[config.mk]
export PLATFORM = sky130hd
export DESIGN_NAME = text_line_renderer
export DESIGN_NICKNAME = d
export VERILOG_FILES = /design/src/rtl/text_line_renderer_pkg.sv /design/src/rtl/text_line_renderer_glyph_shift_reg.sv /design/src/rtl/text_line_renderer.sv
export SDC_FILE = /design/constraint.sdc
export NUM_CORES = 1
export LEC_CHECK = 0
export ABC_AREA = 0
export CORE_ASPECT_RATIO = 1.75
export CORE_MARGIN = 5
export CORE_UTILIZATION = 43
export CTS_CLUSTER_DIAMETER = 40
export DETAILED_ROUTE_END_ITERATION = 6
export GPL_TIMING_DRIVEN = 0
export HOLD_SLACK_MARGIN = 0.06
export PLACE_DENSITY = 0.77
export SETUP_SLACK_MARGIN = 0.4
export SYNTH_ARGS = -nofsm -noshare
export SYNTH_HDL_FRONTEND = slang
export SYNTH_SLANG_ARGS = --single-unit
[constraint.sdc]
create_clock -name clk -period 1.4 [get_ports clk]
set_input_delay 0.28 -clock clk [delete_from_list [all_inputs] [get_ports clk]]
set_output_delay 0.28 -clock clk [all_outputs]
set_load 0.03 [all_outputs]
[src/rtl/text_line_renderer_pkg.sv]
// Shared constants and FSM encoding for the text line renderer.
// Also holds the char-code sanitiser used before font lookup.
package text_line_renderer_pkg;

  localparam int CHAR_W = 8;
  localparam int CHAR_H = 8;
  localparam int CODE_W = 5;

  localparam logic [CODE_W-1:0] CODE_SPACE = 5'd13;
  localparam logic [CODE_W-1:0] CODE_MAX   = 5'd24;

  typedef enum logic [2:0] {
    S_IDLE,
    S_FETCH,
    S_WAIT,
    S_LOAD,
    S_SHIFT,
    S_DONE
  } state_t;

  function automatic logic [CODE_W-1:0] sanitize_code(
    input logic [CODE_W-1:0] code
  );
    return (code > CODE_MAX) ? CODE_SPACE : code;
  endfunction

endpackage

[src/rtl/text_line_renderer_glyph_shift_reg.sv]
// One glyph row held as a left-shifting register, MSB out first.
// Tracks the bit position to flag first and last pixel of the row.
module glyph_shift_reg
  import text_line_renderer_pkg::*;
(
  input  logic              clk,
  input  logic              rst,
  input  logic              load,
  input  logic [CHAR_W-1:0] bitmap,
  input  logic              shift,
  output logic              bit_out,
  output logic              first_bit,
  output logic              last_bit
);

  logic [CHAR_W-1:0] shreg;
  logic [2:0]        bit_cnt;

  // load a fresh row or advance one pixel per accepted handshake
  always_ff @(posedge clk) begin
    if (rst) begin
      shreg   <= '0;
      bit_cnt <= '0;
    end else if (load) begin
      shreg   <= bitmap;
      bit_cnt <= '0;
    end else if (shift) begin
      shreg   <= {shreg[CHAR_W-2:0], 1'b0};
      bit_cnt <= bit_cnt + 3'd1;
    end
  end

  assign bit_out   = shreg[CHAR_W-1];
  assign first_bit = (bit_cnt == 3'd0);
  assign last_bit  = (bit_cnt == 3'(CHAR_W - 1));

endmodule

[src/rtl/text_line_renderer.sv]
// Renders one line of text as an 8-row pixel raster stream.
// Row-major: every char of row 0, then row 1, ... up to row 7.
module text_line_renderer
  import text_line_renderer_pkg::*;
#(
  parameter int NUM_CHARS = 16,
  parameter int ADDR_W    = $clog2(NUM_CHARS)
) (
  input  logic              clk,
  input  logic              rst,
  input  logic              start,
  input  logic              abort,
  output logic              text_rd,
  output logic [ADDR_W-1:0] text_addr,
  input  logic [CODE_W-1:0] text_code,
  output logic [CODE_W-1:0] rom_char_code,
  output logic [2:0]        rom_row,
  input  logic [CHAR_W-1:0] rom_bitmap,
  output logic              pix_valid,
  input  logic              pix_ready,
  output logic              pix_data,
  output logic              pix_sol,
  output logic              pix_eol,
  output logic              pix_eof,
  output logic              busy,
  output logic              done
);

  state_t state, next_state;

  logic [ADDR_W-1:0] char_cnt;
  logic [2:0]        row_cnt;
  logic [CODE_W-1:0] code_q;

  logic shift_bit;
  logic first_bit;
  logic last_bit;
  logic fire;
  logic char_end;
  logic last_char;
  logic last_row;

  assign fire      = (state == S_SHIFT) && pix_ready;
  assign char_end  = fire && last_bit;
  assign last_char = (char_cnt == ADDR_W'(NUM_CHARS - 1));
  assign last_row  = (row_cnt == 3'(CHAR_H - 1));

  glyph_shift_reg u_shreg (
    .clk       (clk),
    .rst       (rst),
    .load      (state == S_LOAD),
    .bitmap    (rom_bitmap),
    .shift     (fire),
    .bit_out   (shift_bit),
    .first_bit (first_bit),
    .last_bit  (last_bit)
  );

  // state register
  always_ff @(posedge clk) begin
    if (rst) state <= S_IDLE;
    else     state <= next_state;
  end

  // character/row position and the fetched char code
  always_ff @(posedge clk) begin
    if (rst) begin
      char_cnt <= '0;
      row_cnt  <= '0;
      code_q   <= '0;
    end else if (abort || (state == S_IDLE && start)) begin
      char_cnt <= '0;
      row_cnt  <= '0;
    end else begin
      if (state == S_WAIT) code_q <= text_code;
      if (char_end) begin
        if (!last_char) begin
          char_cnt <= char_cnt + ADDR_W'(1);
        end else if (!last_row) begin
          row_cnt  <= row_cnt + 3'd1;
          char_cnt <= '0;
        end
      end
    end
  end

  // next-state and Moore outputs; abort overrides every busy state
  always_comb begin
    next_state    = state;
    text_rd       = 1'b0;
    text_addr     = '0;
    rom_char_code = '0;
    rom_row       = '0;
    pix_valid     = 1'b0;
    pix_data      = 1'b0;
    pix_sol       = 1'b0;
    pix_eol       = 1'b0;
    pix_eof       = 1'b0;
    busy          = (state != S_IDLE);
    done          = 1'b0;
    unique case (state)
      S_IDLE: begin
        if (start) next_state = S_FETCH;
      end
      S_FETCH: begin
        text_rd    = 1'b1;
        text_addr  = char_cnt;
        next_state = S_WAIT;
      end
      S_WAIT: begin
        next_state = S_LOAD;
      end
      S_LOAD: begin
        rom_char_code = sanitize_code(code_q);
        rom_row       = row_cnt;
        next_state    = S_SHIFT;
      end
      S_SHIFT: begin
        pix_valid = 1'b1;
        pix_data  = shift_bit;
        pix_sol   = first_bit && (char_cnt == '0);
        pix_eol   = last_bit && last_char;
        pix_eof   = last_bit && last_char && last_row;
        if (char_end) begin
          if (last_char && last_row) next_state = S_DONE;
          else                       next_state = S_FETCH;
        end
      end
      S_DONE: begin
        done       = 1'b1;
        next_state = S_IDLE;
      end
      default: next_state = S_IDLE;
    endcase
    if (abort && state != S_IDLE) next_state = S_IDLE;
  end

endmodule
# Word-level counts from Yosys, hierarchy flattened
# Index checks and enable logic that the tools add are counted.
[classes]
addsub = 3
n_eq_ne = 11
n_mux = 19
n_bitwise = 2
n_lt_le_gt_ge = 1
reduce_logical = 21
[ops]
columns = ["op", "count"]
rows = [
  ["two-way mux 8 bit", 2],
  ["one-hot mux 3 bit (5 select lines)", 1],
  ["equality test 3 bit, second input constant", 4],
  ["two-way mux 3 bit", 4],
  ["two-way mux 4 bit", 3],
  ["two-way mux 5 bit", 2],
  ["logical AND 1 bit", 8],
  ["two-way mux 1 bit", 7],
  ["adder 3 x 1 -> 3 bit, second input constant", 2],
  ["equality test 3 x 2 -> 1 bit, second input constant", 2],
  ["logical NOT 3 bit", 2],
  ["inequality test 2 bit, second input constant", 3],
  ["AND reduction 2 bit", 3],
  ["OR reduction 2 bit", 3],
  ["> comparator 5 bit, second input constant", 1],
  ["adder 4 x 1 -> 4 bit, second input constant", 1],
  ["equality test 4 bit, second input constant", 1],
  ["logical NOT 4 bit", 1],
  ["equality test 3 x 1 -> 1 bit, second input constant", 1],
  ["AND reduction 3 bit", 1],
  ["nonzero test 3 bit", 1],
  ["NOT 1 bit", 2],
  ["nonzero test 2 bit", 1],
  ["logical OR 1 bit", 1],
]
[totals]
ff_bits = 26
output_inout_bits = 20
inputBits = 18

# Depth between registers and ports, before layout
[depth]
ltp_word = 5
ltp_mapped = 5
ltp_nobuf = 5

# Hierarchy
# From an unflattened synthesis, not the netlist that was laid out.
[hier_totals]
hier_cells = 168
area_unflattened_um2 = 1506.4
[modules_own_cells]
columns = ["module", "instances", "seq_area_each_um2", "area_per_inst_um2", "cells_per_inst"]
rows = [
  ["text_line_renderer", 1, 300.3, 983.4, 117],
  ["glyph_shift_reg", 1, 220.2, 523.0, 51],
]

# Worst setup path before layout
# Ideal clock, no wire load.
[synth_timing]
path_kind = "reg2out"
from = "register state[2]"
to = "output port pix_eof"
path_stages_with_launch = 5
setup_slack_ns = -0.891
arrival_time_ns = 2.011
n_path_buf = 1
path_cell_list = "dfxtp_1 -> buf_4 -> nor3b_1 -> nand2_1 -> nor2_1"
[synth_via]
elab_chain_len = 2
[synth_rtl]
columns = ["item", "line", "text"]
rows = [
  ["from (decl)", "text_line_renderer.sv:29", "state_t state, next_state;"],
  ["from (signal assigned)", "text_line_renderer.sv:62", "else state <= next_state;"],
  ["equality test 3 bit", "text_line_renderer.sv:101", "unique case (state)"],
  ["two-way mux 1 bit", "text_line_renderer.sv:101", ""],
  ["to (decl)", "text_line_renderer.sv:24", "output logic pix_eof,"],
]
# Every way passes these cells.

# Final worst setup path
[layout_timing]
from = "register state[2]"
to = "output port pix_sol"
[layout_via]
elab_chain_len = 2
[layout_rtl]
columns = ["item", "line", "text"]
rows = [
  ["equality test 3 bit", "text_line_renderer.sv:101", ""],
  ["two-way mux 1 bit", "text_line_renderer.sv:101", ""],
  ["to (decl)", "text_line_renderer.sv:22", "output logic pix_sol,"],
]
# Every way passes these cells.

==> summary.txt <==
Run status
  – Status: finished with violations
  – Failing checks: negative setup slack

Logic synthesis
  – Synth Area in Adders: 0.0603
  – Cell taking the most area after synthesis: dfxtp_1
  – Sequential area share after synthesis: 0.359
  – Post-synth ARST share: 0
  – Simple-gate share of the synthesized area: 0.287
  – Post-synthesis register bit count: 26
  – Post-synth EDFFs: 0
  – Synth warnings: 0
  – Largest family of logic cells by synthesized area: simple AND/OR/NAND/NOR gates
  – Xor and xnor area share after synthesis: 0.0121
  – Synth Area in Compound Gates: 0.0966
  – Post-synthesis mux area share: 0.124
  – Distinct cells, synth: 35
  – Synth area leaders: dfxtp_1 (36%), mux2i_1 (12%), ha_1 (6.0%)
  – Top post-synthesis cells by count: dfxtp_1 (26), nor2_1 (20), mux2i_1 (18)
  – Count leader, synth: dfxtp_1
  – Syn nets: 185
  – Synth top area share: 0.359
  – Main synth FF type: dfxtp_1
  – Post-Synthesis Cells: 160
  – Syn_area_per_cell: 9.07 um^2
  – Syn Std Cell Area: 1450 um^2

Route
  – Vias per std cell: 5.46
  – DR vias: 1,522
  – 1st-iter DRT viols: 35
  – Drt total wl: 5050 um
  – TritonRoute pass-1 iters: 4
  – Drt wl/cell: 18.1 um
  – # DRC: 0
  – Final ANT Viol Nets: 0

Die
  – Row Count: 28
  – Chip Width: 53.9 um
  – Core footprint: 3330 um^2
  – Die ar.: 4680 um^2
  – Die height: 86.9 um
  – Starting Density: 0.436
  – # IOs: 38

STA
  – Post-route clock period utilization: 1.28
  – Unrepaired setup endpoints after global routing: true
  – Fin worst setup slack: -386 ps
  – Maximum clock rate: 560 MHz
  – Hold Vio Cnt, Final: 0
  – Worst slew pin tran: 654 ps
  – Max transition margin: 0.564
  – Final setup vio count: 43
  – Hold_ws: 510 ps
  – Max-slew violations: 0
  – Min Tclk post-route: 1790 ps
  – Clk_skew: 7.30 ps

Setup path
  – Critical Path Max Stage Delay: 360 ps
  – Crit-path cells: buf_6 -> nor3b_4 -> nand4_1 -> nor2_4 -> buf_6
  – Critical Path AT: 1510 ps
  – Top cell by count, worst path: buf_6
  – R2r setup slk: -260 ps
  – WP data required: 1120 ps
  – Worst R2R Start: state[1]$_SDFFE_PP0P_
  – CP Capture Type: output port
  – CP max-delay cell: dfxtp_2
  – R2r endpoint: char_cnt[0]$_SDFFE_PP0P_
  – Reg2reg path depth: 7
  – Critical path type: reg2out
  – Critical path fanouts, max: 7
  – Nature of the critical path startpoint: flip-flop

Global route
  – Largest net degree at the start of global routing: 15
  – GRT Total Usage: 0.213
  – First-pass GRT wire length: 7480 um
  – Vias in the first global route: 1,576
  – Total gr overflow: 0
  – Initial antenna violation count: 0

Min path
  – Hold depth: 2
  – Hold_sp: u_shreg.shreg[0]$_SDFFE_PP0P_
  – Sink of the worst hold path: u_shreg.shreg[0]$_SDFFE_PP0P_
  – Hold Crit Class: reg2reg

Clock tree
  – Clk slew on worst S/H paths: 100 ps
  – Max clock buf depth: 2
  – Worst-skew pair later-pin latency: 270 ps
  – Total clock sinks: 26
  – Root Driver: clkbuf_8
  – H-tree depth: 1
  – CTS buffer count: 3
  – CTS tree: built

Placement
  – Dpl cells: 241
  – DP HPWL: 2900 um
  – Pre-CTS WS: -700 ps
  – Final GP Congestion: 0.810
  – PortBufs: 36

Layout
  – Non-Filler Instances: 279
  – Area Overhead vs Synth: 87.0%
  – Utilization after layout: 0.815
  – Nets: 260
  – Layout cells sized above 1: 0.594
  – Ant diodes: 0

Pwr
  – Pwr Total: 1.86 mW
  – VDD IR max: 0.712 mV
  – LEAKAGE: 1.00 nW
  – Power per cell area: 685 nW/um^2

Run
  – Max-cap viol count: 0
-- critical path: cells and delay by family, from the launching register on --
kind / cells / cell delay, ps
buffers and inverters: 2 / 260
flip-flops: 1 / 360
AND/OR/NAND/NOR: 3 / 610
-- per-stage QoR --
stage / setup TNS, ps / cell area [um^2]
after detailed placement: -16990 / 2090
after floorplan: -765 / 1670
final: -9010 / 2710
after global placement: -16110 / 2090
after CTS: -7230 / 2460
after global routing: -11400 / 2710
-- routing by layer --
metal  track usage  vias to the layer above  wire, um
li1              -                      723         -
met1         0.222                      745      1900
met2         0.406                       47      2840
met3        0.0326                        7       226
met4        0.0721                        0        87
met5             0                        -         0
-- cells by family (layout without fill, tap and decap cells) --
family                   after synthesis  after routing
AND/OR/NAND/NOR                       72             72
AO/OA/AOI/OAI                         20             20
adder cells (fa/ha/maj)                7              7
flip-flops                            26             26
multiplexers                          18             18
XOR/XNOR                               2              2
buffers and inverters                 15             89
-- flip-flops by register name, indices dropped and copies added (netlist names) --
register	count
char_cnt	4
code_q	5
row_cnt	3
state	3
u_shreg.bit_cnt	3
u_shreg.shreg	8
-- timing repair --
item                       4_1_cts  5_1_grt
gates cloned                     3        0
pin swaps                       12       15
hold buffers                     0        0
buffers inserted                20       11
gates resized for setup        164       35
setup endpoints to repair       46       46
-- cells in the final DEF (no fill, tap or decap), types with 5 or more instances in the layout --
cell type        synthesis  routed
dfxtp_1                 26      16
a211oi_2                 0       7
and2_4                   0       8
inv_1                    5       5
nand2_1                  6       5
nand3_2                  0       6
clkdlybuf4s50_1          0      16
nor2_1                  20      15
buf_6                    3      36
dfxtp_2                  0       9
mux2i_1                 18      12
buf_4                    2      19
-- final cells by class --
type,instances,area (um^2)
Tap cell,45,56.3
Timing Repair Buffer,70,742
Clock buffer,4,55.1
Fill cell,189,614
Inverter,5,18.8
Buffer,10,109
Multi-Input combinational cell,119,1200
Sequential cell,26,536
-- worst max path at each step --
stage                                          startpoint          endpoint  cells after the start
final                               state[2]$_SDFFE_PP0P_           pix_sol                      5
after floorplan                     state[2]$_SDFFE_PP0P_           pix_sol                      4
after CTS                           state[2]$_SDFFE_PP0P_           pix_sol                      5
after global routing                state[2]$_SDFFE_PP0P_           pix_sol                      5
after global placement              state[2]$_SDFFE_PP0P_  rom_char_code[2]                      5
after detailed placement  u_shreg.bit_cnt[0]$_SDFFE_PP0P_           pix_eof                      5
-- power breakdown --
| group | internal [mW] | switching (mW) |
|---|---|---|
| registers | 0.765 | 0.0260 |
| clock network | 0.252 | 0.256 |
| logic | 0.316 | 0.245 |
| total | 1.33 | 0.527 |
No activity file was read; power rests on OpenSTA's default activity.
